$ cat config.mk
export PLATFORM = sky130hd
export DESIGN_NAME = dmem_arbiter_flat
export DESIGN_NICKNAME = d
export VERILOG_FILES = /design/src/rtl/dmem_arbiter_if.sv /design/src/rtl/dmem_arbiter.sv /design/src/flat_wrapper.sv
export SDC_FILE = /design/constraint.sdc
export NUM_CORES = 1
export LEC_CHECK = 0
export ABC_AREA = 1
export ABC_CLOCK_PERIOD_IN_PS = 3900
export CAP_MARGIN = 10
export CORE_AREA = 5 5 114 116
export CTS_BUF_LIST = sky130_fd_sc_hd__clkbuf_8 sky130_fd_sc_hd__clkbuf_16
export DETAILED_ROUTE_END_ITERATION = 10
export DIE_AREA = 0 0 119 121
export SLEW_MARGIN = 20
export SYNTH_ARGS = -nofsm -noshare
export SYNTH_HDL_FRONTEND = slang
export SYNTH_SLANG_ARGS = --single-unit
$ cat constraint.sdc
create_clock -name i_clk -period 3.9 [get_ports i_clk]
set_input_delay 0.585 -clock i_clk [delete_from_list [all_inputs] [get_ports i_clk]]
set_output_delay 0.585 -clock i_clk [all_outputs]
set_load 0.01 [all_outputs]
$ cat src/rtl/dmem_arbiter_if.sv
// rtl/dmem_arbiter_if.sv - requester, response and memory-port signals of the data-memory arbiter
interface dmem_arbiter_if #(
  parameter int DATA_WIDTH = 32,
  parameter int ADDR_WIDTH = 32
);
  logic                  i_m0_req;
  logic                  i_m0_wen;
  logic [ADDR_WIDTH-1:0] i_m0_addr;
  logic [DATA_WIDTH-1:0] i_m0_wdata;
  logic                  i_m0_lock;
  logic                  o_m0_gnt;
  logic                  o_m0_rvalid;
  logic [DATA_WIDTH-1:0] o_m0_rdata;

  logic                  i_m1_req;
  logic                  i_m1_wen;
  logic [ADDR_WIDTH-1:0] i_m1_addr;
  logic [DATA_WIDTH-1:0] i_m1_wdata;
  logic                  i_m1_lock;
  logic                  o_m1_gnt;
  logic                  o_m1_rvalid;
  logic [DATA_WIDTH-1:0] o_m1_rdata;

  logic                  o_mem_ren;
  logic                  o_mem_wen;
  logic [ADDR_WIDTH-1:0] o_mem_addr;
  logic [DATA_WIDTH-1:0] o_mem_wdata;
  logic [DATA_WIDTH-1:0] i_mem_rdata;

  // Arbiter side: consumes requests and memory read data, drives grants, responses and the memory port.
  modport slave (
    input  i_m0_req, i_m0_wen, i_m0_addr, i_m0_wdata, i_m0_lock,
    input  i_m1_req, i_m1_wen, i_m1_addr, i_m1_wdata, i_m1_lock,
    input  i_mem_rdata,
    output o_m0_gnt, o_m0_rvalid, o_m0_rdata,
    output o_m1_gnt, o_m1_rvalid, o_m1_rdata,
    output o_mem_ren, o_mem_wen, o_mem_addr, o_mem_wdata
  );

  // Requester/memory side: the mirror image of the arbiter view.
  modport master (
    output i_m0_req, i_m0_wen, i_m0_addr, i_m0_wdata, i_m0_lock,
    output i_m1_req, i_m1_wen, i_m1_addr, i_m1_wdata, i_m1_lock,
    output i_mem_rdata,
    input  o_m0_gnt, o_m0_rvalid, o_m0_rdata,
    input  o_m1_gnt, o_m1_rvalid, o_m1_rdata,
    input  o_mem_ren, o_mem_wen, o_mem_addr, o_mem_wdata
  );
endinterface

$ cat src/rtl/dmem_arbiter.sv
// rtl/dmem_arbiter.sv - two-requester round-robin data-memory arbiter with bounded lock and read routing
module dmem_arbiter #(
  parameter int DATA_WIDTH = 32,
  parameter int ADDR_WIDTH = 32,
  parameter int MAX_LOCK   = 4
) (
  input logic           i_clk,
  input logic           i_rst,
  dmem_arbiter_if.slave bus
);
  localparam int            CW       = $clog2(MAX_LOCK + 1);
  localparam logic [CW-1:0] LOCK_MAX = CW'(MAX_LOCK);

  logic          last_gnt;          // index of the requester granted most recently
  logic          lock_owner_valid;
  logic          lock_owner;
  logic [CW-1:0] lock_cnt;          // consecutive grants held by the lock owner, saturating
  logic          rd_pending;
  logic          rd_owner;

  logic          gnt0;
  logic          gnt1;
  logic          any_gnt;
  logic          lock_active;
  logic          g_wen;
  logic          g_lock;

  // Grant decision: lone requester wins; on contention an unexpired lock wins, else the one not served last.
  always_comb begin
    gnt0        = 1'b0;
    gnt1        = 1'b0;
    lock_active = lock_owner_valid && (lock_cnt < LOCK_MAX);
    if (!i_rst) begin
      if (bus.i_m0_req && !bus.i_m1_req) begin
        gnt0 = 1'b1;
      end else if (bus.i_m1_req && !bus.i_m0_req) begin
        gnt1 = 1'b1;
      end else if (bus.i_m0_req && bus.i_m1_req) begin
        if (lock_active) begin
          gnt0 = ~lock_owner;
          gnt1 = lock_owner;
        end else begin
          gnt0 = last_gnt;
          gnt1 = ~last_gnt;
        end
      end
    end
  end

  assign any_gnt      = gnt0 | gnt1;
  assign g_wen        = gnt1 ? bus.i_m1_wen  : (gnt0 & bus.i_m0_wen);
  assign g_lock       = gnt1 ? bus.i_m1_lock : (gnt0 & bus.i_m0_lock);
  assign bus.o_m0_gnt = gnt0;
  assign bus.o_m1_gnt = gnt1;

  // Memory port carries the granted access only; idle cycles present an all-zero port.
  always_comb begin
    bus.o_mem_ren   = any_gnt & ~g_wen;
    bus.o_mem_wen   = any_gnt & g_wen;
    bus.o_mem_addr  = {ADDR_WIDTH{1'b0}};
    bus.o_mem_wdata = {DATA_WIDTH{1'b0}};
    if (gnt0) begin
      bus.o_mem_addr  = bus.i_m0_addr;
      bus.o_mem_wdata = bus.i_m0_wdata;
    end else if (gnt1) begin
      bus.o_mem_addr  = bus.i_m1_addr;
      bus.o_mem_wdata = bus.i_m1_wdata;
    end
  end

  // Fairness, lock tracking and read-response bookkeeping; reset discards any in-flight read.
  always_ff @(posedge i_clk or posedge i_rst) begin
    if (i_rst) begin
      last_gnt         <= 1'b1;
      lock_owner_valid <= 1'b0;
      lock_owner       <= 1'b0;
      lock_cnt         <= '0;
      rd_pending       <= 1'b0;
      rd_owner         <= 1'b0;
    end else begin
      if (any_gnt) begin
        last_gnt <= gnt1;
      end
      if (any_gnt && g_lock) begin
        lock_owner_valid <= 1'b1;
        lock_owner       <= gnt1;
        if (lock_owner_valid && (lock_owner == gnt1)) begin
          if (lock_cnt < LOCK_MAX) begin
            lock_cnt <= lock_cnt + CW'(1);
          end
        end else begin
          lock_cnt <= CW'(1);
        end
      end else begin
        lock_owner_valid <= 1'b0;
        lock_cnt         <= '0;
      end
      rd_pending <= any_gnt & ~g_wen;
      rd_owner   <= gnt1;
    end
  end

  assign bus.o_m0_rvalid = rd_pending & ~rd_owner;
  assign bus.o_m1_rvalid = rd_pending & rd_owner;
  assign bus.o_m0_rdata  = bus.o_m0_rvalid ? bus.i_mem_rdata : {DATA_WIDTH{1'b0}};
  assign bus.o_m1_rdata  = bus.o_m1_rvalid ? bus.i_mem_rdata : {DATA_WIDTH{1'b0}};
endmodule
$ cat src/flat_wrapper.sv
// flat-port wrapper written by rule: the top's interface ports become plain ports
module dmem_arbiter_flat 
#(
  parameter int DATA_WIDTH = 32,
  parameter int ADDR_WIDTH = 32,
  parameter int MAX_LOCK   = 4
)
  (i_clk, i_rst, bus_i_m0_req, bus_i_m0_wen, bus_i_m0_addr, bus_i_m0_wdata, bus_i_m0_lock, bus_i_m1_req, bus_i_m1_wen, bus_i_m1_addr, bus_i_m1_wdata, bus_i_m1_lock, bus_i_mem_rdata, bus_o_m0_gnt, bus_o_m0_rvalid, bus_o_m0_rdata, bus_o_m1_gnt, bus_o_m1_rvalid, bus_o_m1_rdata, bus_o_mem_ren, bus_o_mem_wen, bus_o_mem_addr, bus_o_mem_wdata);
  dmem_arbiter_if #(.DATA_WIDTH(DATA_WIDTH), .ADDR_WIDTH(ADDR_WIDTH)) bus_i ();
  input logic i_clk;
  input logic i_rst;
  input wire logic [$bits(bus_i.i_m0_req)-1:0] bus_i_m0_req;
  input wire logic [$bits(bus_i.i_m0_wen)-1:0] bus_i_m0_wen;
  input wire logic [$bits(bus_i.i_m0_addr)-1:0] bus_i_m0_addr;
  input wire logic [$bits(bus_i.i_m0_wdata)-1:0] bus_i_m0_wdata;
  input wire logic [$bits(bus_i.i_m0_lock)-1:0] bus_i_m0_lock;
  input wire logic [$bits(bus_i.i_m1_req)-1:0] bus_i_m1_req;
  input wire logic [$bits(bus_i.i_m1_wen)-1:0] bus_i_m1_wen;
  input wire logic [$bits(bus_i.i_m1_addr)-1:0] bus_i_m1_addr;
  input wire logic [$bits(bus_i.i_m1_wdata)-1:0] bus_i_m1_wdata;
  input wire logic [$bits(bus_i.i_m1_lock)-1:0] bus_i_m1_lock;
  input wire logic [$bits(bus_i.i_mem_rdata)-1:0] bus_i_mem_rdata;
  output wire logic [$bits(bus_i.o_m0_gnt)-1:0] bus_o_m0_gnt;
  output wire logic [$bits(bus_i.o_m0_rvalid)-1:0] bus_o_m0_rvalid;
  output wire logic [$bits(bus_i.o_m0_rdata)-1:0] bus_o_m0_rdata;
  output wire logic [$bits(bus_i.o_m1_gnt)-1:0] bus_o_m1_gnt;
  output wire logic [$bits(bus_i.o_m1_rvalid)-1:0] bus_o_m1_rvalid;
  output wire logic [$bits(bus_i.o_m1_rdata)-1:0] bus_o_m1_rdata;
  output wire logic [$bits(bus_i.o_mem_ren)-1:0] bus_o_mem_ren;
  output wire logic [$bits(bus_i.o_mem_wen)-1:0] bus_o_mem_wen;
  output wire logic [$bits(bus_i.o_mem_addr)-1:0] bus_o_mem_addr;
  output wire logic [$bits(bus_i.o_mem_wdata)-1:0] bus_o_mem_wdata;
  assign bus_i.i_m0_req = bus_i_m0_req;
  assign bus_i.i_m0_wen = bus_i_m0_wen;
  assign bus_i.i_m0_addr = bus_i_m0_addr;
  assign bus_i.i_m0_wdata = bus_i_m0_wdata;
  assign bus_i.i_m0_lock = bus_i_m0_lock;
  assign bus_i.i_m1_req = bus_i_m1_req;
  assign bus_i.i_m1_wen = bus_i_m1_wen;
  assign bus_i.i_m1_addr = bus_i_m1_addr;
  assign bus_i.i_m1_wdata = bus_i_m1_wdata;
  assign bus_i.i_m1_lock = bus_i_m1_lock;
  assign bus_i.i_mem_rdata = bus_i_mem_rdata;
  assign bus_o_m0_gnt = bus_i.o_m0_gnt;
  assign bus_o_m0_rvalid = bus_i.o_m0_rvalid;
  assign bus_o_m0_rdata = bus_i.o_m0_rdata;
  assign bus_o_m1_gnt = bus_i.o_m1_gnt;
  assign bus_o_m1_rvalid = bus_i.o_m1_rvalid;
  assign bus_o_m1_rdata = bus_i.o_m1_rdata;
  assign bus_o_mem_ren = bus_i.o_mem_ren;
  assign bus_o_mem_wen = bus_i.o_mem_wen;
  assign bus_o_mem_addr = bus_i.o_mem_addr;
  assign bus_o_mem_wdata = bus_i.o_mem_wdata;
  dmem_arbiter #(.DATA_WIDTH(DATA_WIDTH), .ADDR_WIDTH(ADDR_WIDTH), .MAX_LOCK(MAX_LOCK)) u_core (.i_clk(i_clk), .i_rst(i_rst), .bus(bus_i));
endmodule
---- Word level (Yosys, flattened, before mapping) ----
Cells that the tools add are included.
storage, ports and cells
  register bits ........................... 8
  bits of input ports ..................... 168
  output and inout bits ................... 134
  word-level logic and storage cells ...... 51
cells by class
  add/sub/neg operators ................... 1
  order comparisons ....................... 1
  equal/unequal tests ..................... 2
  multiplexer cells ....................... 22
  bitwise gates (word level) .............. 11
  reductions and logical operators ........ 8
operators with widths
  operator                                                         count
  32-bit 2-to-1 mux                                                6
  1-bit 2-to-1 mux                                                 13
  3-bit 2-to-1 mux                                                 3
  1-bit AND                                                        6
  1-bit logical AND                                                6
  1-bit NOT                                                        4
  3-bit by 1-bit adder with 3-bit output, second input constant    1
  3-bit less-than comparator, second input constant                1
  3-bit by 2-bit != test with 1-bit output, second input constant  1
  1-bit logical NOT                                                2
  1-bit equality test                                              1
  1-bit bitwise OR                                                 1

---- Longest topological paths before layout ----
  word-level depth ........................ 11
  depth in mapped cells ................... 10
  gate-level depth less buffers ........... 9

---- Worst setup path after synthesis ----
Ideal clock, no wire load.
  kind .................................... input-to-output
  from .................................... input port bus_i_m1_req
  to ...................................... output port bus_o_mem_addr[13]
  arrival ................................. 1.433 ns
  required time ........................... 3.315 ns
  slack ................................... 1.882 ns
  stages .................................. 7
  buffers on the path ..................... 2
  path through ............................ inv_1 > nor2_1 > nand2_2 > inv_2 > buf_6 > buf_6 > a22o_1
on the way
  longest elaborated chain between the ends .. 7
  elaborated cells on any way between the ends .. 14
  classes of those cells .................. 10 x mux; 4 x reduce/logical
RTL lines
  item                   line                RTL
  start: declaration     flat_wrapper.sv:17  input wire logic [$bits(bus_i.i_m1_req)-1:0] bus_i_m1_req;
  1-bit logical AND      dmem_arbiter.sv:38  end else if (bus.i_m0_req && bus.i_m1_req) begin
  1-bit 2-to-1 mux       dmem_arbiter.sv:38
  1-bit 2-to-1 mux       dmem_arbiter.sv:36  end else if (bus.i_m1_req && !bus.i_m0_req) begin
  1-bit 2-to-1 mux       dmem_arbiter.sv:34  if (bus.i_m0_req && !bus.i_m1_req) begin
  1-bit 2-to-1 mux       dmem_arbiter.sv:33  if (!i_rst) begin
  32-bit 2-to-1 mux      dmem_arbiter.sv:65  end else if (gnt1) begin
  32-bit 2-to-1 mux (*)  dmem_arbiter.sv:62  if (gnt0) begin
  end: declaration       flat_wrapper.sv:31  output wire logic [$bits(bus_i.o_mem_addr)-1:0] bus_o_mem_addr;
Every way passes the cells marked *; elsewhere a longest branch is shown, timed or not.

---- Worst setup path in the final report ----
  from .................................... input port bus_i_m1_req
  to ...................................... output port bus_o_mem_wdata[13]
on the way
  longest elaborated chain between the ends .. 7
  elaborated cells on any way between the ends .. 14
  classes of those cells .................. 10 x mux; 4 x reduce/logical
RTL lines
  item                   line                RTL
  1-bit logical AND      dmem_arbiter.sv:38
  1-bit 2-to-1 mux       dmem_arbiter.sv:38
  1-bit 2-to-1 mux       dmem_arbiter.sv:36
  1-bit 2-to-1 mux       dmem_arbiter.sv:34
  1-bit 2-to-1 mux       dmem_arbiter.sv:33
  32-bit 2-to-1 mux      dmem_arbiter.sv:65
  32-bit 2-to-1 mux (*)  dmem_arbiter.sv:62
  end: declaration       flat_wrapper.sv:32  output wire logic [$bits(bus_i.o_mem_wdata)-1:0] bus_o_mem_wdata;
Marks and branches as above.

==> run_results.csv <==
group,metric,value,unit
outcome,status,"complete, no violations",
placed_design,routabilityCongestion,0.859,
power_and_ir_drop,power_leakage,1.99,nW
sta,rsz0062_at_grt,"false",
setup_path,rr_endpoint,"u_core.rd_pending$_DFF_PP0_",
setup_path,worst-endpoint-arrival,2.87,ns
clock_tree,cts-buffers-inserted,3,
synthesis,post_synth_main_area_contributors,"sky130_fd_sc_hd__a22o_1, sky130_fd_sc_hd__nor2_1, sky130_fd_sc_hd__dfrtp_1",
synthesis,yosys.cell_types.count,19,
synthesis,synthDominantCellAreaShare,37.3,%
floorplanning,design.die.area,0.0144,mm²
clock_tree,cts.root.buffer_cell,"sky130_fd_sc_hd__clkbuf_16",
finish,final_nets,693,
global_route,grt_start_max_net_pins,68,
global_route,first_global_vias,2880,
placed_design,dpl.hpwl,11.2,mm
synthesis,post_synth_instance_area,0.00150,mm²
setup_path,reg2reg_from,"u_core.lock_cnt[2]$_DFFE_PP0P_",
finish,mostFrequentLayoutCells,"sky130_fd_sc_hd__clkdlybuf4s50_1, sky130_fd_sc_hd__nor2_1, sky130_fd_sc_hd__a22o_1",
finish,fillers,1217,
finish,sequential_cell_area,201,µm²
global_route,grt_pass1_wl,17.4,mm
clock_tree,clkTransAtPathRegs,0.03,ns
clock_tree,hold_buffers,0,
floorplanning,initial_utilization,12.7,%
sta,min_period_over_period,88.6,%
global_route,grt-ovfl-total,0,
clock_tree,post_cts_resize_count,0,
clock_tree,htree_num_levels,1,
clock_tree,cts.repair_timing.setup_buffer_count,0,
sta,clock_tree_skew_after_final_layout,0.00567,ns
sta,finalHoldViolCount,0,
floorplanning,io-pin-count,302,
placed_design,buffer_ports.inserted,301,
synthesis,postSynthCellCount,235,
setup_path,ff2ff_path_depth,9,
synthesis,yosysTopAreaCell,"sky130_fd_sc_hd__a22o_1",
finish,final_common_cell,"sky130_fd_sc_hd__clkdlybuf4s50_1",
clock_tree,tritoncts,"yes",
floorplanning,design.core.area,0.0118,mm²
setup_path,critPathCaptureType,"primary output",
global_route,groute.usage.overall,15.7,%
drt,detailroute.via_count,2824,
drt,drt_drc_violations_left,0,
sta,totalNegativeSetupSlack,0,ns
min_path,hold_critical_path_endpoint,"u_core.last_gnt$_DFFE_PP1P_",
min_path,timing.hold.worst.start,"u_core.last_gnt$_DFFE_PP1P_",
drt,detailed_router_iteration_count_before_antenna_repair,4,
drt,detail-route-antenna-nets,0,
finish,flow.area_growth_from_synthesis,213,%
drt,postRouteWirelength,12.6,mm
synthesis,ys_warn_count,0,
setup_path,cp-startpoint,"bus_i_m1_req",
sta,relSlewSlack,38.3,%
drt,route.detailed.vias_per_inst,4.20,
floorplanning,placementRows,40,
power_and_ir_drop,irDropWorstVdd,0.164,mV
setup_path,crit_path_max_fanout,46,
drt,routed_wire_length_per_instance,18.7,µm
synthesis,synth.yosys.seq_area_share,13.4,%
sta,fmax,289,MHz
min_path,holdCritPathClass,"reg -> reg",
finish,stdcell_count,673,
setup_path,timing_worst_setup_path_type,"in -> out",
synthesis,syn-num-nets,404,
clock_tree,deepest_clock_path_buffer_count,2,
synthesis,yosys_register_bits,8,
finish,drive_gt1_share,2.68,%
sta,worst-slew-pin-transition,0.924,ns
power_and_ir_drop,powerDensity,183,mW/mm²
clock_tree,numClockSinks,8,
setup_path,timing.critical_path.from_type,"primary input",
min_path,hold_path_depth,2,
sta,final-max-slew-violation-count,0,
placed_design,dpl.cell_count,666,
sta,timing.final.crit_period,3.45,ns
setup_path,timing.critical_path.required,3.31,ns
synthesis,post_synth.cell_area_avg,6.39,µm²
global_route,antenna_found_initial,8,
finish,area_occupied_by_multi_input_gates,1000,µm²
sta,setup_viol,0,
floorplanning,floorplan.die.width,119,µm
job,max-cap-violations,0,
clock_tree,worstSkewPairLatency,0.23,ns
drt,dr.first_iter.drc_count,114,
setup_path,ff2ff_setup_slack,2.29,ns
floorplanning,die_height,121,µm
worst max-delay path: stages:
cell and delay (ns):
sky130_fd_sc_hd__clkdlybuf4s50_1 0.56, sky130_fd_sc_hd__inv_1 0.06, sky130_fd_sc_hd__nor2_1 0.27, sky130_fd_sc_hd__nand2_2 0.13, sky130_fd_sc_hd__inv_2 0.23, sky130_fd_sc_hd__buf_12 0.26
sky130_fd_sc_hd__a22o_1 0.19, sky130_fd_sc_hd__clkdlybuf4s50_1 0.56
Yosys cell counts:
cell type / n
sky130_fd_sc_hd__buf_6: 9
sky130_fd_sc_hd__clkbuf_1: 6
sky130_fd_sc_hd__nand2_2: 1
sky130_fd_sc_hd__buf_2: 5
sky130_fd_sc_hd__inv_1: 41
sky130_fd_sc_hd__nand4_1: 1
sky130_fd_sc_hd__inv_2: 2
sky130_fd_sc_hd__xor2_1: 1
sky130_fd_sc_hd__a22o_1: 64
sky130_fd_sc_hd__nor2_1: 72
sky130_fd_sc_hd__nand2_1: 13
sky130_fd_sc_hd__o21ai_0: 2
sky130_fd_sc_hd__ha_1: 1
sky130_fd_sc_hd__dfstp_2: 1
sky130_fd_sc_hd__mux2i_1: 1
sky130_fd_sc_hd__nand3_1: 5
sky130_fd_sc_hd__dfrtp_1: 7
sky130_fd_sc_hd__a21boi_2: 1
sky130_fd_sc_hd__nand3_2: 2
worst max-delay path by stage:
| stage | end | cells past startpoint |
|---|---|---|
| 6_report | bus_o_mem_wdata[13] | 8 |
| 5_1_grt | bus_o_mem_wdata[13] | 8 |
| 4_1_cts | bus_o_mem_addr[14] | 8 |
| 3_5_place_dp | bus_o_mem_addr[14] | 8 |
| 3_3_place_gp | bus_o_mem_addr[18] | 8 |
| 2_1_floorplan | bus_o_mem_addr[13] | 7 |
layout make-up:
class	instances	area share [%]
antenna	3	0.160
clock buffer	3	1.60
clock inverter	1	0.0800
inverter	43	3.44
multi-input combinational	164	21.3
sequential	8	4.29
tap	147	3.92
timing repair buffer	304	65.2
logic make-up after synthesis:
family	count (synthesis)	share of synthesized area (%)
multiplexers	1	0.667
adder cells (fa/ha/maj)	1	0.833
buffers and inverters	63	20.7
AO/OA/AOI/OAI	67	38.8
XOR/XNOR	1	0.583
AND/OR/NAND/NOR	94	25.1
flip-flops	8	13.4
per-stage QoR:
stage	cell area (µm²)	hold slack (ns)	util, %	setup slack [ns]	power [mW]
2_1_floorplan	1500	0.400	-	1.88	0.305
3_3_place_gp	4600	0.501	39.0	0.511	0.691
3_5_place_dp	4600	0.519	39.0	0.449	0.697
4_1_cts	4680	0.528	39.7	0.449	0.872
5_1_grt	4690	0.559	39.7	0.314	0.908
6_report	4690	0.528	39.7	0.445	0.860
report_power, final:
part | switching [mW] | internal [mW]
sequential | 0.00689 | 0.0932
clock | 0.0368 | 0.133
combinational | 0.227 | 0.363
flip-flops by register name (all words and copies together) (netlist names):
name / flops
u_core.rd_pending: 1
u_core.lock_owner: 1
u_core.rd_owner: 1
u_core.last_gnt: 1
u_core.lock_cnt: 3
u_core.lock_owner_valid: 1
routing by layer:
metal	GRT usage (%)	wire length, µm
met5	0	62
met4	2.68	227
met3	7.88	1520
met2	29.6	6410
met1	15.5	4340
(Power assumes the default switching activity.)
